**config.mk**
```make
export PLATFORM = sky130hd
export DESIGN_NAME = instr_fetch_flat
export DESIGN_NICKNAME = d
export VERILOG_FILES = /design/src/rtl/instr_fetch_if.sv /design/src/rtl/instr_fetch.sv /design/src/flat_wrapper.sv
export SDC_FILE = /design/constraint.sdc
export NUM_CORES = 1
export LEC_CHECK = 0
export ABC_CLOCK_PERIOD_IN_PS = 3610
export CAP_MARGIN = 20
export CORE_MARGIN = 8
export CORE_UTILIZATION = 58
export CTS_BUF_LIST = sky130_fd_sc_hd__clkbuf_4
export CTS_CLUSTER_SIZE = 14
export DETAILED_ROUTE_END_ITERATION = 6
export PLACE_DENSITY = 0.83
export SYNTH_ARGS = -nofsm -noshare
export SYNTH_HDL_FRONTEND = slang
export SYNTH_SLANG_ARGS = --single-unit
```
**constraint.sdc**
```tcl
create_clock -name clk -period 3.61 [get_ports clk]
set_input_delay 0.722 -clock clk [delete_from_list [all_inputs] [get_ports clk]]
set_output_delay 0.722 -clock clk [all_outputs]
set_load 0.03 [all_outputs]
```
**src/rtl/instr_fetch_if.sv**
```systemverilog
// Bundle between the instruction fetch unit, its program memory port and the CU.
// The master modport is the fetch unit; the slave modport is the memory/CU side.
interface instr_fetch_if #(
    parameter int ADDR_W = 16,
    parameter int DEPTH  = 4
) ();
    localparam int COUNT_W = $clog2(DEPTH) + 1;

    logic               mem_req;
    logic [ADDR_W-1:0]  mem_addr;
    logic               mem_ack;
    logic [7:0]         mem_data;
    logic [7:0]         irin;
    logic               ir_valid;
    logic               iri_in;
    logic [ADDR_W-1:0]  ir_pc;
    logic               jump;
    logic [ADDR_W-1:0]  jump_addr;
    logic [COUNT_W-1:0] fifo_count;

    modport master (
        output mem_req, mem_addr, irin, ir_valid, ir_pc, fifo_count,
        input  mem_ack, mem_data, iri_in, jump, jump_addr
    );

    modport slave (
        input  mem_req, mem_addr, irin, ir_valid, ir_pc, fifo_count,
        output mem_ack, mem_data, iri_in, jump, jump_addr
    );
endinterface

```
**src/rtl/instr_fetch.sv**
```systemverilog
// Instruction fetch unit: prefetches program bytes over a req/ack port into a
// small {addr, byte} FIFO and hands the head byte to the CU on each load strobe.
module instr_fetch #(
    parameter int ADDR_W = 16,
    parameter int DEPTH  = 4
) (
    input  logic           clk,
    input  logic           reset,
    instr_fetch_if.master  bus
);
    localparam int COUNT_W = $clog2(DEPTH) + 1;
    localparam int PTR_W   = $clog2(DEPTH);
    localparam logic [COUNT_W-1:0] DEPTH_C = COUNT_W'(DEPTH);

    typedef enum logic [1:0] {IDLE, REQ, DRAIN} state_t;

    state_t             state_q, state_d;
    logic               mem_req_q, mem_req_d;
    logic [ADDR_W-1:0]  mem_addr_q, mem_addr_d;
    logic [ADDR_W-1:0]  fetch_pc_q, fetch_pc_d;
    logic [PTR_W-1:0]   rd_ptr_q, rd_ptr_d;
    logic [PTR_W-1:0]   wr_ptr_q, wr_ptr_d;
    logic [COUNT_W-1:0] count_q, count_d;
    logic               push, pop, not_empty;

    logic [ADDR_W-1:0]  fifo_addr_q [DEPTH];
    logic [7:0]         fifo_data_q [DEPTH];

    assign not_empty = (count_q != '0);
    // Jump outranks everything: a same-cycle ack or pop is simply dropped.
    assign push = (state_q == REQ) && bus.mem_ack && !bus.jump;
    assign pop  = not_empty && bus.iri_in && !bus.jump;

    always_comb begin
        state_d    = state_q;
        mem_req_d  = mem_req_q;
        mem_addr_d = mem_addr_q;
        fetch_pc_d = fetch_pc_q;
        rd_ptr_d   = rd_ptr_q;
        wr_ptr_d   = wr_ptr_q;
        count_d    = count_q;

        if (bus.jump) begin
            rd_ptr_d = '0;
            wr_ptr_d = '0;
            count_d  = '0;
        end else begin
            if (push) begin
                wr_ptr_d = wr_ptr_q + PTR_W'(1);
                count_d  = count_d + COUNT_W'(1);
            end
            if (pop) begin
                rd_ptr_d = rd_ptr_q + PTR_W'(1);
                count_d  = count_d - COUNT_W'(1);
            end
        end

        unique case (state_q)
            IDLE: begin
                if (bus.jump) begin
                    fetch_pc_d = bus.jump_addr;
                    state_d    = REQ;
                    mem_req_d  = 1'b1;
                    mem_addr_d = bus.jump_addr;
                end else if (count_q < DEPTH_C) begin
                    state_d    = REQ;
                    mem_req_d  = 1'b1;
                    mem_addr_d = fetch_pc_q;
                end
            end
            REQ: begin
                if (bus.jump) begin
                    fetch_pc_d = bus.jump_addr;
                    if (bus.mem_ack) begin
                        mem_addr_d = bus.jump_addr;
                    end else begin
                        // The bus may not withdraw a request; wait for its ack.
                        state_d = DRAIN;
                    end
                end else if (bus.mem_ack) begin
                    fetch_pc_d = fetch_pc_q + ADDR_W'(1);
                    if (count_d < DEPTH_C) begin
                        mem_addr_d = fetch_pc_q + ADDR_W'(1);
                    end else begin
                        state_d   = IDLE;
                        mem_req_d = 1'b0;
                    end
                end
            end
            DRAIN: begin
                if (bus.jump) begin
                    fetch_pc_d = bus.jump_addr;
                end
                if (bus.mem_ack) begin
                    state_d   = IDLE;
                    mem_req_d = 1'b0;
                end
            end
            default: begin
                state_d   = IDLE;
                mem_req_d = 1'b0;
            end
        endcase
    end

    always_ff @(posedge clk) begin
        if (!reset) begin
            state_q    <= IDLE;
            mem_req_q  <= 1'b0;
            mem_addr_q <= '0;
            fetch_pc_q <= '0;
            rd_ptr_q   <= '0;
            wr_ptr_q   <= '0;
            count_q    <= '0;
        end else begin
            state_q    <= state_d;
            mem_req_q  <= mem_req_d;
            mem_addr_q <= mem_addr_d;
            fetch_pc_q <= fetch_pc_d;
            rd_ptr_q   <= rd_ptr_d;
            wr_ptr_q   <= wr_ptr_d;
            count_q    <= count_d;
        end
    end

    // Storage needs no reset: the head is only exposed while the count is non-zero.
    always_ff @(posedge clk) begin
        if (reset && push) begin
            fifo_addr_q[wr_ptr_q] <= fetch_pc_q;
            fifo_data_q[wr_ptr_q] <= bus.mem_data;
        end
    end

    assign bus.mem_req    = mem_req_q;
    assign bus.mem_addr   = mem_addr_q;
    assign bus.ir_valid   = not_empty;
    assign bus.fifo_count = count_q;
    assign bus.irin       = not_empty ? fifo_data_q[rd_ptr_q] : 8'h00;
    assign bus.ir_pc      = not_empty ? fifo_addr_q[rd_ptr_q] : fetch_pc_q;
endmodule
```
**src/flat_wrapper.sv**
```systemverilog
// flat-port wrapper written by rule: the top's interface ports become plain ports
module instr_fetch_flat 
#(
    parameter int ADDR_W = 16,
    parameter int DEPTH  = 4
)
  (clk, reset, bus_mem_req, bus_mem_addr, bus_irin, bus_ir_valid, bus_ir_pc, bus_fifo_count, bus_mem_ack, bus_mem_data, bus_iri_in, bus_jump, bus_jump_addr);
  instr_fetch_if #(.ADDR_W(ADDR_W), .DEPTH(DEPTH)) bus_i ();
  input  logic clk;
  input  logic reset;
  output wire logic [$bits(bus_i.mem_req)-1:0] bus_mem_req;
  output wire logic [$bits(bus_i.mem_addr)-1:0] bus_mem_addr;
  output wire logic [$bits(bus_i.irin)-1:0] bus_irin;
  output wire logic [$bits(bus_i.ir_valid)-1:0] bus_ir_valid;
  output wire logic [$bits(bus_i.ir_pc)-1:0] bus_ir_pc;
  output wire logic [$bits(bus_i.fifo_count)-1:0] bus_fifo_count;
  input wire logic [$bits(bus_i.mem_ack)-1:0] bus_mem_ack;
  input wire logic [$bits(bus_i.mem_data)-1:0] bus_mem_data;
  input wire logic [$bits(bus_i.iri_in)-1:0] bus_iri_in;
  input wire logic [$bits(bus_i.jump)-1:0] bus_jump;
  input wire logic [$bits(bus_i.jump_addr)-1:0] bus_jump_addr;
  assign bus_mem_req = bus_i.mem_req;
  assign bus_mem_addr = bus_i.mem_addr;
  assign bus_irin = bus_i.irin;
  assign bus_ir_valid = bus_i.ir_valid;
  assign bus_ir_pc = bus_i.ir_pc;
  assign bus_fifo_count = bus_i.fifo_count;
  assign bus_i.mem_ack = bus_mem_ack;
  assign bus_i.mem_data = bus_mem_data;
  assign bus_i.iri_in = bus_iri_in;
  assign bus_i.jump = bus_jump;
  assign bus_i.jump_addr = bus_jump_addr;
  instr_fetch #(.ADDR_W(ADDR_W), .DEPTH(DEPTH)) u_core (.clk(clk), .reset(reset), .bus(bus_i));
endmodule
```
[Word-level counts from Yosys, hierarchy flattened]
Memories as Yosys holds them, arrays and structs flattened. A register that Yosys moved wholly into a read port is not among the register bits.
Index checks and enable logic that the tools add are counted.
Word-level totals
  memories: 2
  register bits: 42
  memory bits (writable): 96
  output and inout port bits: 45
  input port bits: 29
  word-level logic and storage cells: 83
Memory list
  u_core.fifo_addr_q: depth 4, width 16, read ports 1, clocked after Yosys merged registers in 1, wr ports 1, line instr_fetch.sv:26  | logic [ADDR_W-1:0] fifo_addr_q [DEPTH];
  u_core.fifo_data_q: depth 4, width 8, read ports 1, clocked after Yosys merged registers in 1, wr ports 1, line instr_fetch.sv:27  | logic [7:0] fifo_data_q [DEPTH];
Cells by class
  reductions and logical operators: 16
  multiplexer cells: 38
  bitwise gates (word level): 1
  $lt $le $gt $ge: 2
  add/subtract/negate cells: 5
  eq/ne operators: 12
Operators by type and width (count)
  $mux 16: 10
  $pmux 16 s2: 2
  $mux 2: 11
  $add 16x1->16 const B: 1
  $mux 3: 4
  $ne 3x3->1 const B: 4
  $reduce_and 5->1: 2
  $mux 1: 8
  $mux 8: 1
  $ne 2x2->1 const B: 4
  $lt 3x3->1 const B: 2
  $pmux 2 s3: 1
  $logic_and 1x1->1: 5
  $add 2x1->2 const B: 2
  $reduce_and 4->1: 1
  $reduce_bool 2->1: 2
  $reduce_or 2->1: 2
  $add 3x1->3 const B: 1
  $ne 3x2->1 const B: 1
  $pmux 1 s3: 1
  $reduce_and 3->1: 1
  $reduce_bool 3->1: 1
  $sub 3x1->3 const B: 1
  $eq 2x1->1 const B: 1
  5 further kinds: 5

[Longest topological paths before layout]
  depth after elaboration: 13
  depth in mapped cells: 13
  gate-level depth less buffers: 10

[Least setup slack after synthesis]
Ideal clock, no wire load.
  kind: input port to flip-flop
  from: input bus_mem_ack
  to: register u_core.mem_addr_q[12] (netlist: u_core.bus.mem_addr[12])
  setup time: 0.133 ns
  stages on the path: 12
  buffers on the path: 3
  path slack: 0.589 ns
  arrival time: 2.889 ns
  cells stage by stage: clkbuf_1 nand3b_1 nor2_1 xnor2_1 ha_1 and4bb_2 nor4_1 and4bb_1 buf_4 buf_6 nand4_1 o221ai_1
Between the ends
  longest elaborated chain between the ends: 10
  elaborated cells on any way between the ends: 11
  those cells by class: 1 x add/sub; 1 x order compare; 2 x eq/ne; 4 x mux; 3 x reduce/logical
Ends and longest elaborated chain
  from (decl): line flat_wrapper.sv:17  | input wire logic [$bits(bus_i.mem_ack)-1:0] bus_mem_ack;
  $logic_and 1x1->1 (2 in series): line instr_fetch.sv:31  | assign push = (state_q == REQ) && bus.mem_ack && !bus.jump;
  $mux 3: line instr_fetch.sv:48  | if (push) begin
  $mux 3: line instr_fetch.sv:43  | if (bus.jump) begin
  $sub 3x1->3: line instr_fetch.sv:54  | count_d = count_d - COUNT_W'(1);
  $mux 3: line instr_fetch.sv:52  | if (pop) begin
  $mux 3: line instr_fetch.sv:43
  $lt 3x3->1: line instr_fetch.sv:82  | if (count_d < DEPTH_C) begin
  $ne 3x3->1 (no line)
  $reduce_and 4->1 (no line) (*)
  to (signal assigned): line instr_fetch.sv:118  | mem_addr_q <= mem_addr_d;
  to (decl): line instr_fetch.sv:19  | logic [ADDR_W-1:0] mem_addr_q, mem_addr_d;
Every way passes the cells marked *; elsewhere a longest branch is shown, timed or not. The select of a mux whose other input is x is not followed.
A chain may end at the register's enable or synchronous reset.

[Final worst setup path]
  from: register u_core.count_q[0] (netlist: u_core.bus.fifo_count[0])
  to: output bus_ir_pc[11]
Between the ends
  longest elaborated chain between the ends: 2
Ends and longest elaborated chain
  from (decl): line instr_fetch.sv:23  | logic [COUNT_W-1:0] count_q, count_d;
  from (signal assigned): line instr_fetch.sv:122  | count_q <= count_d;
  $reduce_bool 3->1: line instr_fetch.sv:29  | assign not_empty = (count_q != '0);
  $mux 16: line instr_fetch.sv:139  | assign bus.ir_pc = not_empty ? fifo_addr_q[rd_ptr_q] : fetch_pc_q;
  to (decl): line flat_wrapper.sv:15  | output wire logic [$bits(bus_i.ir_pc)-1:0] bus_ir_pc;
Every way passes these cells.

==> summary.md <==
| Metric | Value |
|---|---|
| Final clock skew | 0.0262 ns |
| R2R Path Start | u_core.state_q[0]$_SDFFE_PN0P_ |
| CTS tree | yes |
| Number of maximum-capacitance violations | 0 |
| Critical-path maximum fanout | 29 |
| Number of distinct library cells after synthesis | 61 |
| Fin Setup TNS | 0 ns |
| Synthesis-stage register bit count | 140 |
| Clk_lat worst skew | 0.51 ns |
| Number of buffers inserted during clock tree synthesis | 17 |
| RSZ-0062 raised after global routing | false |
| Sort of element at the start of the critical path | register |
| Worst voltage drop across the vdd grid | 0.248 mV |
| Number of antenna diodes | 0 |
| Number of synthesis warnings | 0 |
| Tmin final | 3.42 ns |
| Width of the die | 122 µm |
| Ports | 74 |
| Maximum operating frequency | 293 MHz |
| Cell count after synthesis | 526 |
| Library cell occupying the most area in the post-synthesis netlist | sky130_fd_sc_hd__edfxtp_1 |
| Final routed wire length divided by cell count | 20.1 µm |
| Placer Congestion | 0.881 |
| Detail Placement HPWL | 10.0 mm |
| Worst setup path class | register to output port |
| Maximum number of pins on one net before global-route repair | 39 |
| Root buffer cell | sky130_fd_sc_hd__clkbuf_4 |
| Net count after synthesis | 563 |
| Number of levels in the clock H-tree | 4 |
| Worst endpoint data arrival time | 2.70 ns |
| Clock sink count | 140 |
| Tightest slew margin relative to the limit | 49.4% |
| R2r endpoint | u_core.bus.mem_addr[5]$_SDFFE_PN0P_ |
| Critical path capture point type | output port |
| Final setup violation count | 0 |
| Via count of the first global-routing pass | 4,470 |
| Final net count | 634 |
| Number of synthesized flops with an enable pin | 96 |
| R2r setup slk | 0.66 ns |
| Buffers on Ports | 73 |
| Maximum buffer depth of the clock tree | 2 |
| CTS clock-pin slew for the worst setup and hold paths | 0.13 ns |
| Part of the cycle the worst path needs | 94.7% |
| Global router's overall resource usage | 20.9% |
| Layout cell share with drive strength beyond 1 | 15.9% |
| Via total after detailed routing | 4,516 |
| Cells taking the most area after synthesis | sky130_fd_sc_hd__edfxtp_1, sky130_fd_sc_hd__dfxtp_1, sky130_fd_sc_hd__mux4_2 |
| Global-route wire length before repair | 23.9 mm |
| Share of synthesized flip-flops with an asynchronous set or reset | 0% |
| Core Footprint | 11,200 µm² |
| Post-layout power | 3630 µW |
| Violation count after the first detailed-route iteration | 401 |
| Total of hold buffers inserted after clock tree synthesis | 0 |
| Total power per unit cell area | 464 nW/µm² |
| Critical path origin | u_core.bus.fifo_count[0]$_SDFF_PP0_ |
| Number of routed nets with antenna violations | 0 |
| Final slew viol count | 0 |
| Total congestion overflow | 0 |
| Worst Hold Class | register to register |
| Initial cell density of the core | 58.4% |
| Iteration count of the initial detailed-routing pass | 5 |
| Post-detailed-route via-to-cell ratio | 6.00 |
| Critical Path Sink | bus_ir_pc[11] |
| Cells on Worst Hold Path | 0 |
| Area growth from synthesis to layout | 19.2% |
| Result of the run | completed |
| Worst-margin pin slew | 0.759 ns |
| Overall routed net length | 15.1 mm |
| Count of cells along the worst register-to-register path | 10 |
| Number of antenna violations at the first check in global routing | 0 |
| Row Count | 39 |
| Total DRC errors in the routed layout | 0 |
| Part of the Yosys area used for sequential elements | 57.5% |
| Mapped Area | 6550 µm² |
| Synth Flop Type | sky130_fd_sc_hd__edfxtp_1 |
| Endpoints failing hold | 0 |
| Mean instance size in the synthesized netlist | 12.5 µm² |
| Required time reported for the critical path endpoint | 2.89 ns |
| Area share of the leading cell type in the synthesized netlist | 44.0% |
| Leak Pwr | 0.00265 µW |
| Die extent in y | 122 µm |
| Die outline area | 15,000 µm² |
-- synthesized netlist by cell type, types with 3 or more instances --
master,number
sky130_fd_sc_hd__mux2i_1,6
sky130_fd_sc_hd__nor2b_1,3
sky130_fd_sc_hd__nor2_1,29
sky130_fd_sc_hd__nand2_1,45
sky130_fd_sc_hd__ha_1,8
sky130_fd_sc_hd__buf_2,14
sky130_fd_sc_hd__mux4_2,24
sky130_fd_sc_hd__a21oi_1,25
sky130_fd_sc_hd__o32ai_1,4
sky130_fd_sc_hd__and2_1,15
sky130_fd_sc_hd__inv_1,9
sky130_fd_sc_hd__a211oi_1,5
sky130_fd_sc_hd__nand3_1,12
sky130_fd_sc_hd__nand2b_1,10
sky130_fd_sc_hd__o22ai_1,7
sky130_fd_sc_hd__nor4_1,9
sky130_fd_sc_hd__o2111ai_1,4
sky130_fd_sc_hd__clkbuf_1,20
sky130_fd_sc_hd__nor3_1,10
sky130_fd_sc_hd__xnor2_1,9
sky130_fd_sc_hd__mux2_2,15
sky130_fd_sc_hd__buf_6,3
sky130_fd_sc_hd__edfxtp_1,96
sky130_fd_sc_hd__nor3b_1,3
sky130_fd_sc_hd__nand4_1,3
sky130_fd_sc_hd__o21ai_0,36
sky130_fd_sc_hd__dfxtp_1,44
sky130_fd_sc_hd__xor2_1,12
-- worst min path at each step --
stage | end | slack (ns) | startpoint
2_1_floorplan | u_core.fifo_addr_q[0][11]$_DFFE_PP_ | 0.45 | u_core.fetch_pc_q[11]$_SDFFE_PN0P_
3_3_place_gp | u_core.bus.mem_addr[11]$_SDFFE_PN0P_ | 0.44 | u_core.bus.mem_addr[11]$_SDFFE_PN0P_
3_5_place_dp | u_core.bus.mem_addr[11]$_SDFFE_PN0P_ | 0.45 | u_core.bus.mem_addr[11]$_SDFFE_PN0P_
4_1_cts | u_core.fifo_addr_q[0][2]$_DFFE_PP_ | 0.47 | u_core.fetch_pc_q[2]$_SDFFE_PN0P_
5_1_grt | u_core.bus.mem_addr[11]$_SDFFE_PN0P_ | 0.50 | u_core.bus.mem_addr[11]$_SDFFE_PN0P_
6_report | u_core.fifo_addr_q[0][2]$_DFFE_PP_ | 0.47 | u_core.fetch_pc_q[2]$_SDFFE_PN0P_
-- routing by layer --
metal | share of wire [%] | global-route usage, %
met1 | 42 | 26.7
met2 | 50 | 34.3
met3 | 7.2 | 5.57
met4 | 0.86 | 6.09
met5 | 0 | 0
-- power by group --
group,switching (µW),leakage (µW),internal (µW)
sequential,63.3,0.00124,1760
combinational,267,0.00121,203
clock,573,0.000204,760
total,904,0.00265,2720
-- cell type report --
class / instances / area, µm²
sequential: 140 / 3760
fill: 803 / 3410
multi-input combinational: 335 / 2550
timing repair buffer: 93 / 885
clock inverter: 15 / 267
tap: 143 / 179
clock buffer: 17 / 128
inverter: 10 / 37.5
-- cell usage in the layout, fill, tap and decap left out, types with 3 or more instances in the layout --
| master | Yosys | final |
|---|---|---|
| sky130_fd_sc_hd__edfxtp_1 | 96 | 96 |
| sky130_fd_sc_hd__clkdlybuf4s50_1 | 0 | 73 |
| sky130_fd_sc_hd__nand2_1 | 45 | 45 |
| sky130_fd_sc_hd__dfxtp_1 | 44 | 44 |
| sky130_fd_sc_hd__o21ai_0 | 36 | 36 |
| sky130_fd_sc_hd__nor2_1 | 29 | 29 |
| sky130_fd_sc_hd__a21oi_1 | 25 | 25 |
| sky130_fd_sc_hd__mux4_2 | 24 | 24 |
| sky130_fd_sc_hd__buf_4 | 1 | 19 |
| sky130_fd_sc_hd__clkbuf_4 | 0 | 17 |
| sky130_fd_sc_hd__and2_1 | 15 | 15 |
| sky130_fd_sc_hd__mux2_2 | 15 | 15 |
| sky130_fd_sc_hd__nand3_1 | 12 | 12 |
| sky130_fd_sc_hd__xor2_1 | 12 | 12 |
| sky130_fd_sc_hd__nand2b_1 | 10 | 10 |
| sky130_fd_sc_hd__nor3_1 | 10 | 10 |
| sky130_fd_sc_hd__inv_1 | 9 | 9 |
| sky130_fd_sc_hd__xnor2_1 | 9 | 9 |
| sky130_fd_sc_hd__nor4_1 | 9 | 9 |
| sky130_fd_sc_hd__ha_1 | 8 | 8 |
| sky130_fd_sc_hd__o22ai_1 | 7 | 7 |
| sky130_fd_sc_hd__bufinv_16 | 0 | 7 |
| sky130_fd_sc_hd__mux2i_1 | 6 | 6 |
| sky130_fd_sc_hd__a211oi_1 | 5 | 5 |
| sky130_fd_sc_hd__o32ai_1 | 4 | 4 |
| sky130_fd_sc_hd__o2111ai_1 | 4 | 4 |
| sky130_fd_sc_hd__nand4_1 | 3 | 3 |
| sky130_fd_sc_hd__nor2b_1 | 3 | 3 |
| sky130_fd_sc_hd__nor3b_1 | 3 | 3 |
-- flip-flops by register name, summed over array words and instances, names as in the netlist, named ones only --
register and flops:
u_core.fifo_data_q 32, u_core.bus.fifo_count 3, u_core.state_q 2, u_core.rd_ptr_q 2, u_core.bus.mem_addr 16, u_core.fetch_pc_q 16
u_core.wr_ptr_q 2, u_core.fifo_addr_q 64, u_core.bus.mem_req 1
-- critical path, cell delays in order, from the launching register on --
cell and delay (ns):
sky130_fd_sc_hd__dfxtp_1 0.44, sky130_fd_sc_hd__inv_1 0.08, sky130_fd_sc_hd__ha_1 0.22, sky130_fd_sc_hd__nand2b_1 0.08, sky130_fd_sc_hd__buf_4 0.34, sky130_fd_sc_hd__mux2_2 0.40, sky130_fd_sc_hd__clkdlybuf4s50_1 0.60
-- through the flow --
stage / hold WS [ns] / cells / cell area, µm² / setup slack, ns / util, %
final: 0.467 / 753 / 7810 / 0.191 / 69.6
after global routing: 0.496 / 753 / 7810 / 0.0361 / 69.6
after CTS: 0.472 / 753 / 7800 / 0.0708 / 69.5
after detailed placement: 0.454 / 721 / 7410 / 0.285 / 66.0
after global placement: 0.441 / 721 / 7410 / 0.424 / 66.0
after floorplan: 0.455 / 526 / 6550 / 0.589 / -
-- logic make-up after synthesis --
group | count (synthesis) | share of synthesized area (%)
AND/OR/NAND/NOR | 158 | 13.1
flip-flops | 140 | 57.5
AO/OA/AOI/OAI | 103 | 9.74
buffers and inverters | 51 | 3.61
multiplexers | 45 | 11.7
XOR/XNOR | 21 | 2.81
adder cells (fa/ha/maj) | 8 | 1.53
-- repair_timing --
| item | in CTS | in global routing |
|---|---|---|
| endpoints found under the setup margin | 0 | 4 |
| setup buffers | 0 | 0 |
| resized for setup | 0 | 1 |
Power figures use the tool's default switching activity.
==> RTL edit 1, RTL diff (config.mk and constraints unchanged) <==
`ADDR_W` is set to 16 in 3 places; all go to 18.
--- a/src/rtl/instr_fetch_if.sv
+++ b/src/rtl/instr_fetch_if.sv
@@ -1,7 +1,7 @@
 // Bundle between the instruction fetch unit, its program memory port and the CU.
 // The master modport is the fetch unit; the slave modport is the memory/CU side.
 interface instr_fetch_if #(
-    parameter int ADDR_W = 16,
+    parameter int ADDR_W = 18,
     parameter int DEPTH  = 4
 ) ();
     localparam int COUNT_W = $clog2(DEPTH) + 1;
--- a/src/rtl/instr_fetch.sv
+++ b/src/rtl/instr_fetch.sv
@@ -1,7 +1,7 @@
 // Instruction fetch unit: prefetches program bytes over a req/ack port into a
 // small {addr, byte} FIFO and hands the head byte to the CU on each load strobe.
 module instr_fetch #(
-    parameter int ADDR_W = 16,
+    parameter int ADDR_W = 18,
     parameter int DEPTH  = 4
 ) (
     input  logic           clk,
--- a/src/flat_wrapper.sv
+++ b/src/flat_wrapper.sv
@@ -1,7 +1,7 @@
 // flat-port wrapper written by rule: the top's interface ports become plain ports
 module instr_fetch_flat 
 #(
-    parameter int ADDR_W = 16,
+    parameter int ADDR_W = 18,
     parameter int DEPTH  = 4
 )
   (clk, reset, bus_mem_req, bus_mem_addr, bus_irin, bus_ir_valid, bus_ir_pc, bus_fifo_count, bus_mem_ack, bus_mem_data, bus_iri_in, bus_jump, bus_jump_addr);
Interface: changed (resized bus_ir_pc, bus_jump_addr and bus_mem_addr); port bits go from 74 to 80. The function was not compared with the original's and may differ.
==> RTL edit 1 against the original RTL <==
Sequential cell count is 12 higher. Power shrank 6.2%. Wire length up 10%. Area after synthesis rose by 8.0%. Critical endpoint is now bus_ir_pc[13]. Final area up 5.8%. Global-route usage rose by 0.15 points. Utilization down 0.50 points. Count of clock-buffer cells in the layout grew 3. Critical path depth unchanged. Setup slack gained 54 ps. Final cell count grew 6.9%. Sequential power up 8%. Clock power decreased by 28%.
==> RTL edit 1: results (changes against the original RTL) <==
| Metric | Value |
|---|---|
| Status | `finished, final reports clean` |
| R2R setup slack | `970 ps (+310 ps)` |
| Internal Power | `2.48 mW (-9.1%)` |
| Worst slew pin tran | `659 ps (-99.6 ps)` |
| DR iter-0 viols | `581 (+45%)` |
| Met2 Use GR | `32.6% (-1.7 points)` |
| Post-synth net total | `613 (+8.9%)` |
| Post-Synth Adder-Cell Area | `1.42% (-0.11 points)` |
| Final net count | `684 (+7.9%)` |
| Met3 wire length | `1.49 mm (+38%)` |
| Met2 wire len | `7.67 mm (+2.1%)` |
| Footprint of the multi-input gates | `2750 um^2 (+7.7%)` |
| Detailed placement HPWL | `11.0 mm (+9.6%)` |
| Regs by FF count | `u_core.fifo_addr_q: 72 flops, u_core.fifo_data_q: 32 flops` |
| Critical Path End | `bus_ir_pc[13]` |
| Post-synth EDFFs | `104 (+8.3%)` |
| Clock skew | `26.0 ps (-0.199 ps)` |
| R2r worst-path depth | `11 (+1)` |
| Compound-gate portion of the synthesized area | `10.6% (+0.89 points)` |
| Placed cell count | `773 (+7.2%)` |
| Placer Congestion | `0.895 (+1.7%)` |
| Routed vias | `5,051 (+12%)` |
| # fillers | `835 (+4.0%)` |
| Sequential fraction of the synthesis area | `57.7% (+0.29 points)` |
| Cells taking the most area after synthesis | `edfxtp_1, dfxtp_1, mux4_2` |
| Met3 usage | `6.45% (+0.89 points)` |
| # port buffers | `79 (+8.2%)` |
| CP arrival | `2640 ps (-60 ps)` |
RTL edit 1: changes by cell type after synthesis, moves of 5 or more:
cell,unedited run,this run
a21oi_1,25,31
clkbuf_1,20,32
edfxtp_1,96,104
nand2_1,45,51
nand3_1,12,18
nand4_1,3,10
o21ai_0,36,31
RTL edit 1: through the flow:
step                      setup slack, ps  area (um^2)  utilization (%)
after floorplan                       685         7070                -
after global placement                287         8010             67.0
after detailed placement              131         8010             67.0
after CTS                             186         8260             69.1
after global routing                 89.5         8260             69.1
final                                 245         8260             69.1
RTL edit 1: worst min-delay path by stage:
stage                                    end  depth (start not counted)  slack [ps]                     from
finish                u_core.bus.mem_addr[5]                          2         480   u_core.bus.mem_addr[5]
global route         u_core.bus.mem_addr[16]                          2         510  u_core.bus.mem_addr[16]
CTS                   u_core.bus.mem_addr[5]                          2         490   u_core.bus.mem_addr[5]
detailed placement    u_core.bus.mem_addr[4]                          2         460   u_core.bus.mem_addr[4]
global placement     u_core.bus.mem_addr[16]                          2         460  u_core.bus.mem_addr[16]
floorplan           u_core.fifo_addr_q[0][2]                          0         450     u_core.fetch_pc_q[2]
RTL edit 1: power by group through the flow:
stage	Combinational (mW)	Clock, mW	Sequential, mW
floorplan	0.272	0	2.01
global placement	0.473	0	2.00
detailed placement	0.482	0	2.00
CTS	0.485	0.971	1.97
global route	0.519	1.04	1.97
finish	0.485	0.951	1.97
RTL edit 1: cell type report:
class,count,share of cell area (%)
Clock buffer,20,1.82
Clock inverter,12,1.21
Inverter,6,0.273
Sequential cell,152,49.4
Multi-Input combinational cell,366,33.2
Tap cell,147,2.23
Timing Repair Buffer,102,11.8
RTL edit 1: critical path, stage by stage (launching register included):
cell,delay (ps)
dfxtp_1,420
inv_1,60
ha_1,210
nand2b_1,70
buf_4,330
mux2_2,390
clkdlybuf4s50_1,610
==> RTL edit 2, RTL diff (same settings) <==
Made on the original files. `mem_addr_q` no longer has a reset.
--- a/src/rtl/instr_fetch.sv
+++ b/src/rtl/instr_fetch.sv
@@ -107,7 +107,6 @@
         if (!reset) begin
             state_q    <= IDLE;
             mem_req_q  <= 1'b0;
-            mem_addr_q <= '0;
             fetch_pc_q <= '0;
             rd_ptr_q   <= '0;
             wr_ptr_q   <= '0;
@@ -115,12 +114,15 @@
         end else begin
             state_q    <= state_d;
             mem_req_q  <= mem_req_d;
-            mem_addr_q <= mem_addr_d;
             fetch_pc_q <= fetch_pc_d;
             rd_ptr_q   <= rd_ptr_d;
             wr_ptr_q   <= wr_ptr_d;
             count_q    <= count_d;
         end
+    end
+
+    always_ff @(posedge clk) begin
+        mem_addr_q <= mem_addr_d;
     end
 
     // Storage needs no reset: the head is only exposed while the count is non-zero.
Check against the original RTL: not equivalent (Yosys sat finds a counterexample within 4 cycles, from zero or initial values and one cycle with reset low).
==> RTL edit 2 against the original RTL <==
Power grew 13%. Critical path type unchanged. Synthesized cell count is 6.3% lower. First-iteration DRC count is 1.2% lower. Setup slack got worse by 9.6 ps. Critical endpoint is now bus_irin[3]. Sequential cell count stayed put. Wire length decreased by 1.7%. Sequential share of layout area is 2.1 points higher. Area after synthesis rose by 0.17%. Final area down 0.11%.
==> RTL edit 2: results (changes against the original RTL) <==
| Metric | Value |
|---|---|
| Status | `finished, final reports clean` |
| Critical path class | `reg -> out` |
| Crit-path max FO | `17 (-41%)` |
| List of most frequent post-synthesis cells | `edfxtp_1, nand2_1, dfxtp_1, mux4_2, o21ai_0` |
| Post-route clock period utilization | `95.0% (+0.27 points)` |
| Synth cell types | `60 (-1.6%)` |
| GR Util All Layers | `20.6% (-0.28 points)` |
| Detailed placement HPWL | `9.83 mm (-2.0%)` |
| R2R setup slack | `1050 ps (+390 ps)` |
| Synth warn | `0 (unchanged)` |
| CP arrival | `2710 ps (about the same)` |
| Post-synth net total | `530 (-5.9%)` |
| Final net count | `603 (-4.9%)` |
| Routed vias | `4,454 (-1.4%)` |
| Worst r2r dst | `u_core.bus.mem_addr[6]` |
| Cts repair resizes | `0 (unchanged)` |
| Largest net degree at the start of global routing | `58 (+49%)` |
| Cells taking the most area after synthesis | `edfxtp_1, dfxtp_1, mux4_2` |
| Critical Path End | `bus_irin[3]` |
| First drt pass iteration count | `7 (+2)` |
| Vias in the first global route | `4,601 (+2.9%)` |
| Crit path max-delay family | `buffers and inverters` |
| Sequential fraction of the synthesis area | `59.8% (+2.3 points)` |
| Clock transition at the registers of the reported paths | `110 ps (-20 ps)` |
| FF-to-FF Start | `u_core.state_q[1]` |
| CTS H-tree lvls | `4 (unchanged)` |
| Clock Path Buffers | `2 (unchanged)` |
| Dominant synthesized flop cell | `edfxtp_1` |
| DRT Wirelength | `14.9 mm (-1.7%)` |
| Cell count after synthesis | `493 (-6.3%)` |
| DR iter-0 viols | `396 (-1.2%)` |
| R2r worst-path depth | `9 (-1)` |
| Post-synth EDFFs | `112 (+17%)` |
| Ant diodes | `0 (unchanged)` |
| Worst vdd ir | `0.349 mV (+41%)` |
| Worst slew pin tran | `633 ps (-126 ps)` |
| Insertion delay to the later sink of the worst-skew pair | `530 ps (+20 ps)` |
| Via density | `6.18 (+3.0%)` |
| Share of cells above drive strength 1 | `17.5% (+1.6 points)` |
| Placer Congestion | `0.889 (+0.91%)` |
| Worst slack at placement | `157 ps (-128 ps)` |
| Leakage Power | `2.65 nW (-0.12%)` |
| Placed cell count | `690 (-4.3%)` |
| Clock skew | `19.2 ps (-6.98 ps)` |
| Wire length of the first global-routing pass | `23.7 mm (-0.69%)` |
| Num CTS Buffers | `17 (unchanged)` |
| Initial antenna violation count | `0 (unchanged)` |
-- RTL edit 2: metal layers --
metal  GRT usage [%]  share of wire [%]  vias to the layer above  wire [um]
met5               0                  0                        -          0
met1            24.4                 41                     2188       6140
met3            5.57                6.3                       32        935
met2            35.1                 50                      190       7400
li1                -                  -                     2044          -
met4            8.15                2.6                        0        380
-- RTL edit 2: how the worst min path moves through the flow --
stage / from / end / slack (ps) / cells after the start
3_5_place_dp: u_core.wr_ptr_q[1] / u_core.wr_ptr_q[1] / 490 / 2
4_1_cts: u_core.wr_ptr_q[1] / u_core.wr_ptr_q[1] / 510 / 2
6_report: u_core.wr_ptr_q[1] / u_core.wr_ptr_q[1] / 500 / 2
5_1_grt: u_core.wr_ptr_q[1] / u_core.wr_ptr_q[1] / 550 / 2
3_3_place_gp: u_core.wr_ptr_q[1] / u_core.wr_ptr_q[1] / 480 / 2
2_1_floorplan: u_core.fetch_pc_q[3] / u_core.fifo_addr_q[0][3] / 450 / 0
-- RTL edit 2: logic make-up (layout without fill, tap and decap cells) --
| kind of cell | Yosys count | count (layout) | share of synthesized area [%] |
|---|---|---|---|
| flops | 140 | 140 | 59.8 |
| simple gates | 139 | 139 | 12.0 |
| compound gates | 98 | 98 | 9.76 |
| buf+inv | 47 | 132 | 3.13 |
| mux | 43 | 43 | 11.4 |
| xor+xnor | 18 | 18 | 2.40 |
| fa+ha+maj | 8 | 8 | 1.53 |
-- RTL edit 2: worst reg2reg max path: stages (launching register included) --
cell,delay [ps]
dfxtp_1,330
nor4bb_1,280
buf_4,230
mux2i_1,250
ha_1,190
and4bb_2,300
o21a_1,160
nor3_1,50
o22ai_1,150
buf_4,270
-- RTL edit 2: where the power goes --
group / switching [mW] / total (mW) / internal, mW
sequential: 0.111 / 1.99 / 1.88
clock: 0.539 / 1.23 / 0.687
combinational: 0.521 / 0.884 / 0.362
-- RTL edit 2: through the flow --
step                hold WS (ps)  instance area, um^2
floorplan                    455                 6560
global placement             476                 7440
detailed placement           494                 7440
CTS                          511                 7800
global route                 550                 7800
finish                       503                 7800
-- RTL edit 2: cell type report --
type	instances	area [um^2]
Timing Repair Buffer	92	873
Clock inverter	13	223
Inverter	9	33.8
Fill cell	795	3420
Clock buffer	18	135
Multi-Input combinational cell	306	2430
Tap cell	143	179
Sequential cell	140	3920
